--- config.mk ---
export PLATFORM = sky130hd
export DESIGN_NAME = l15_req_arbiter
export DESIGN_NICKNAME = d
export VERILOG_FILES = /design/src/rtl/l15_req_arbiter.sv
export SDC_FILE = /design/constraint.sdc
export NUM_CORES = 1
export LEC_CHECK = 0
export CORE_AREA = 2 2 260 262
export CTS_CLUSTER_SIZE = 8
export DETAILED_ROUTE_END_ITERATION = 8
export DIE_AREA = 0 0 262 264
export PLACE_DENSITY = 0.38
export SYNTH_ARGS = -nofsm -noshare
export SYNTH_HDL_FRONTEND = slang
export SYNTH_SLANG_ARGS = --single-unit
--- constraint.sdc ---
create_clock -name clk_i -period 2.3 [get_ports clk_i]
set_input_delay 0.46 -clock clk_i [delete_from_list [all_inputs] [get_ports clk_i]]
set_output_delay 0.46 -clock clk_i [all_outputs]
set_load 0.02 [all_outputs]
--- src/rtl/l15_req_arbiter.sv ---
// Shares the single L1.5 request channel among the core-tile miss ports.
// Grants are held for a whole multi-beat transaction, with a per-port starvation override.
module l15_req_arbiter #(
    parameter int unsigned NumPorts     = 4,
    parameter int unsigned PayloadWidth = 128,
    parameter int unsigned StarveTh     = 16,
    parameter int unsigned CntWidth     = $clog2(StarveTh + 1),
    parameter int unsigned PortWidth    = (NumPorts > 1) ? $clog2(NumPorts) : 1
) (
    input  logic                             clk_i,
    input  logic                             reset_l,
    input  logic [NumPorts-1:0]              port_en_i,
    input  logic [NumPorts-1:0]              req_valid_i,
    input  logic [NumPorts-1:0]              req_last_i,
    input  logic [NumPorts*PayloadWidth-1:0] req_data_i,
    output logic [NumPorts-1:0]              req_ready_o,
    output logic                             out_valid_o,
    input  logic                             out_ready_i,
    output logic [PayloadWidth-1:0]          out_data_o,
    output logic                             out_last_o,
    output logic [PortWidth-1:0]             out_port_o,
    output logic                             busy_o,
    output logic                             starve_event_o
);

    typedef enum logic {
        IDLE = 1'b0,
        BUSY = 1'b1
    } state_e;

    state_e                             state_q, state_d;
    logic [PortWidth-1:0]               grant_q, grant_d;
    logic                               starve_q, starve_d;
    logic [NumPorts-1:0][CntWidth-1:0]  wait_cnt_q, wait_cnt_d;

    logic [NumPorts-1:0]                    cand;
    logic [NumPorts-1:0]                    starving;
    logic                                   win_valid;
    logic                                   win_starve;
    logic [PortWidth-1:0]                   win_idx;
    logic                                   busy;
    logic                                   fire;
    logic [NumPorts-1:0][PayloadWidth-1:0]  data_arr;

    assign data_arr = req_data_i;
    assign busy     = (state_q == BUSY);
    assign fire     = busy && req_valid_i[grant_q] && out_ready_i;

    // Winner selection: lowest starving candidate, else lowest candidate.
    always_comb begin
        cand       = req_valid_i & port_en_i;
        starving   = '0;
        win_idx    = '0;
        for (int unsigned p = 0; p < NumPorts; p++) begin
            starving[p] = cand[p] && (32'(wait_cnt_q[p]) >= StarveTh);
        end
        win_valid  = |cand;
        win_starve = |starving;
        for (int p = int'(NumPorts) - 1; p >= 0; p--) begin
            if (win_starve ? starving[p] : cand[p]) begin
                win_idx = PortWidth'(p);
            end
        end
    end

    always_comb begin
        state_d    = state_q;
        grant_d    = grant_q;
        starve_d   = 1'b0;
        wait_cnt_d = wait_cnt_q;

        case (state_q)
            IDLE: begin
                if (win_valid) begin
                    state_d  = BUSY;
                    grant_d  = win_idx;
                    starve_d = win_starve;
                end
            end
            BUSY: begin
                if (fire && req_last_i[grant_q]) begin
                    state_d = IDLE;
                end
            end
            default: state_d = IDLE;
        endcase

        // Waiting ports age; the winner restarts; disabled ports sit at zero.
        for (int unsigned p = 0; p < NumPorts; p++) begin
            if (!port_en_i[p]) begin
                wait_cnt_d[p] = '0;
            end else if (!busy && win_valid && (win_idx == PortWidth'(p))) begin
                wait_cnt_d[p] = '0;
            end else if (cand[p] && !(busy && (grant_q == PortWidth'(p)))
                         && (wait_cnt_q[p] != {CntWidth{1'b1}})) begin
                wait_cnt_d[p] = wait_cnt_q[p] + CntWidth'(1);
            end
        end
    end

    always_ff @(posedge clk_i or negedge reset_l) begin
        if (!reset_l) begin
            state_q    <= IDLE;
            grant_q    <= '0;
            starve_q   <= 1'b0;
            wait_cnt_q <= '0;
        end else begin
            state_q    <= state_d;
            grant_q    <= grant_d;
            starve_q   <= starve_d;
            wait_cnt_q <= wait_cnt_d;
        end
    end

    // Data path is a straight mux from the owner; no buffering.
    always_comb begin
        req_ready_o = '0;
        for (int unsigned p = 0; p < NumPorts; p++) begin
            req_ready_o[p] = busy && (grant_q == PortWidth'(p)) && out_ready_i;
        end
    end

    assign out_valid_o    = busy && req_valid_i[grant_q];
    assign out_data_o     = data_arr[grant_q];
    assign out_last_o     = req_last_i[grant_q];
    assign out_port_o     = grant_q;
    assign busy_o         = busy;
    assign starve_event_o = starve_q;

endmodule
==> flow_metrics.tcl <==
set metrics [dict create \
    outcome "finished with violations" \
    violations "negative setup slack" \
    clk_pin_slew_ns 0.07 \
    fp.coreArea_sq_um 66600 \
    async_reset_ff_share_pct 100 \
    rrSetupSlack_ns 0.24 \
    yosys.cell_types.count 53 \
    clk-insertion-delay-late_ns 0.26 \
    fin_crit_sh_pct 103 \
    fin_skew_ns 0.00768 \
    drv_cap 0 \
    hpwl_microns 51400 \
    fp.dieArea_sq_um 69200 \
    synthCells 305 \
    layout_commonest_cell "clkdlybuf4s50_1" \
    routedWlPerCell_microns 29.4 \
    num_rows 95 \
    crit_type "reg2out" \
    die_h_microns 264 \
    power_density_nw_per_um2 928 \
    dp.cells 1863 \
    crit_end "out_data_o[120]" \
    worstPathMaxFanout 6 \
    synth_seq_area_share_pct 12.7 \
    ant_nets 0 \
    grt_pass1_vias 6924 \
    layout_common_cells "528 x clkdlybuf4s50_1, 130 x mux4_2, 80 x buf_6" \
    p_leak_nw 4.72 \
    syn_to_final_growth_pct 180 \
    ir_worst_vdd_v 0.000399 \
    rsz0062_at_grt "true" \
    cp_data_arrival_time_ns 1.92 \
    routabilityCongestion 0.899 \
    vias_per_cell 3.50 \
    drc 0 \
    grt_usage_pct 15.2 \
    hold_buffers 0 \
    grt_pass1_wl_microns 69300 \
    cts.sinks 24 \
    fmax_ghz 0.420 \
    hold_class "reg2reg" \
    yosys_warnings 0 \
    slew_headroom_pct 67.7 \
    fin_crit_ns 2.38 \
    routed_wl_microns 56500 \
    cts_tree "built" \
    worstMarginPinSlew_ns 0.483 \
    dr.first_iter.drc_count 314 \
    dp_slack_ns -0.520 \
    r2r-start "out_port_o[0]" \
    hold_violations 0 \
    startpoint_type "flop" \
    synth_area_sq_um 4740 \
    end_kind "output port" \
    clock_path_buffers 2 \
    slew_violations 0 \
    initial_core_util_pct 7.12 \
    reg2reg_depth 8 \
    syn_avg_cell_area_sq_um 15.5 \
    cp-startpoint "out_port_o[0]" \
    total_power_w 0.0123 \
    vias 6717 \
    final.setup.worst_slack_ns -0.0785 \
    r2r-end "wait_cnt_q[16]" \
    finalSetupViolCount 19 \
    grt_max_degree 29 \
    final_cells 1920 \
    die_x_microns 262 \
    first_pass_iters 6 \
    nets 1559 \
    antenna_found_initial 76 \
    crit_required_ns 1.84 \
    synth_nets 840 \
    drive_gt1_share_pct 37.0 \
    ctsHtreeMaxLevel 1 \
    post-route-util_pct 19.9 \
    cts_made_buffers 3 \
    io_buffers 664 \
    n_fill_cell 7244 \
    ys_ff_latch 24 \
    grt_overflow 0 \
    pin_count 665 \
    synth_edf_count 0 \
    root_buffer "clkbuf_16" \
    synth_ff_type "dfrtp_1" \
]
==> layer usage <==
| layer | vias up | wire (microns) | global-route usage, % |
|---|---|---|---|
| met1 | 3274 | 20300 | 16.5 |
| met4 | 52 | 612 | 2.70 |
| met5 | - | 327 | 0 |
| met3 | 84 | 8850 | 10.2 |
| li1 | 2878 | - | - |
| met2 | 429 | 26400 | 24.9 |
==> through the flow <==
step,setup TNS [ns],hold WS [ns],area (sq um)
after CTS,-9.91,0.565,13000
after detailed placement,-14.18,0.549,12800
after global routing,-3.96,0.591,13200
after floorplan,0,0.164,4740
final,-0.574,0.551,13300
after global placement,-14.29,0.529,12800
==> cell families (layout without fill, tap and decap cells) <==
group / count (synthesis) / after routing / share of synthesized area (%)
AOI/OAI and AO/OA: 36 / 36 / 7.79
xor gates and xnor gates: 11 / 11 / 2.03
adders and majority gates: 8 / 8 / 2.11
buffers and inverters: 37 / 755 / 4.46
DFF: 24 / 24 / 12.7
muxes: 138 / 138 / 63.5
other: 0 / 24 / 0
and+or+nand+nor: 51 / 51 / 7.39
==> cell usage after synthesis (3+ instances only) <==
library cell | number | area, sq um
a211oi_2 | 9 | 113
buf_4 | 8 | 60.1
a211oi_1 | 6 | 45.0
clkbuf_1 | 5 | 18.8
mux4_2 | 129 | 2910
nand2_1 | 6 | 22.5
nand3_1 | 6 | 30.0
dfrtp_1 | 24 | 601
nor2_1 | 8 | 30.0
xnor2_1 | 11 | 96.3
mux2i_1 | 8 | 80.1
buf_2 | 16 | 80.1
inv_1 | 5 | 18.8
buf_6 | 3 | 33.8
and3_1 | 4 | 25.0
a31oi_1 | 3 | 18.8
ha_1 | 8 | 100
nand3_2 | 3 | 30.0
==> flip-flops by register name, summed over array words and instances (netlist names) <==
register / cells
starve_event_o: 1
wait_cnt_q: 20
out_port_o: 2
busy_o: 1
==> worst min path at each step <==
stage             startpoint            end  slack [ns]  depth (start not counted)
5_1_grt        wait_cnt_q[3]  wait_cnt_q[3]        0.59                          2
6_report       wait_cnt_q[3]  wait_cnt_q[3]        0.55                          2
3_3_place_gp   wait_cnt_q[3]  wait_cnt_q[3]        0.53                          2
3_5_place_dp   wait_cnt_q[3]  wait_cnt_q[3]        0.55                          2
2_1_floorplan        reset_l         busy_o        0.16                          0
4_1_cts        wait_cnt_q[3]  wait_cnt_q[3]        0.57                          2
==> worst max-delay path: stages, from the launching register on <==
cell     delay (ns)
dfrtp_4        0.52
buf_12         0.16
buf_12         0.15
buf_4          0.13
mux4_2         0.51
buf_6          0.18
==> layout make-up <==
| cell class | count | area (sq um) | area share [%] |
|---|---|---|---|
| antenna | 24 | 60.1 | 0.453 |
| clock buffer | 4 | 78.8 | 0.594 |
| inverter | 5 | 18.8 | 0.141 |
| multi-input combinational | 244 | 3930 | 29.6 |
| sequential | 24 | 608 | 4.58 |
| tap | 873 | 1090 | 8.23 |
| timing repair buffer | 746 | 7480 | 56.4 |
==> power by group <==
group,switching [W],internal [W]
sequential,0.0000687,0.000475
clock,0.000158,0.000237
combinational,0.00525,0.00611
==> repair_timing <==
item	CTS	global route
setup buffers	14	12
gates cloned	1	3
resized for setup	304	340
setup endpoints to repair	128	130
Power figures use the tool's default switching activity.
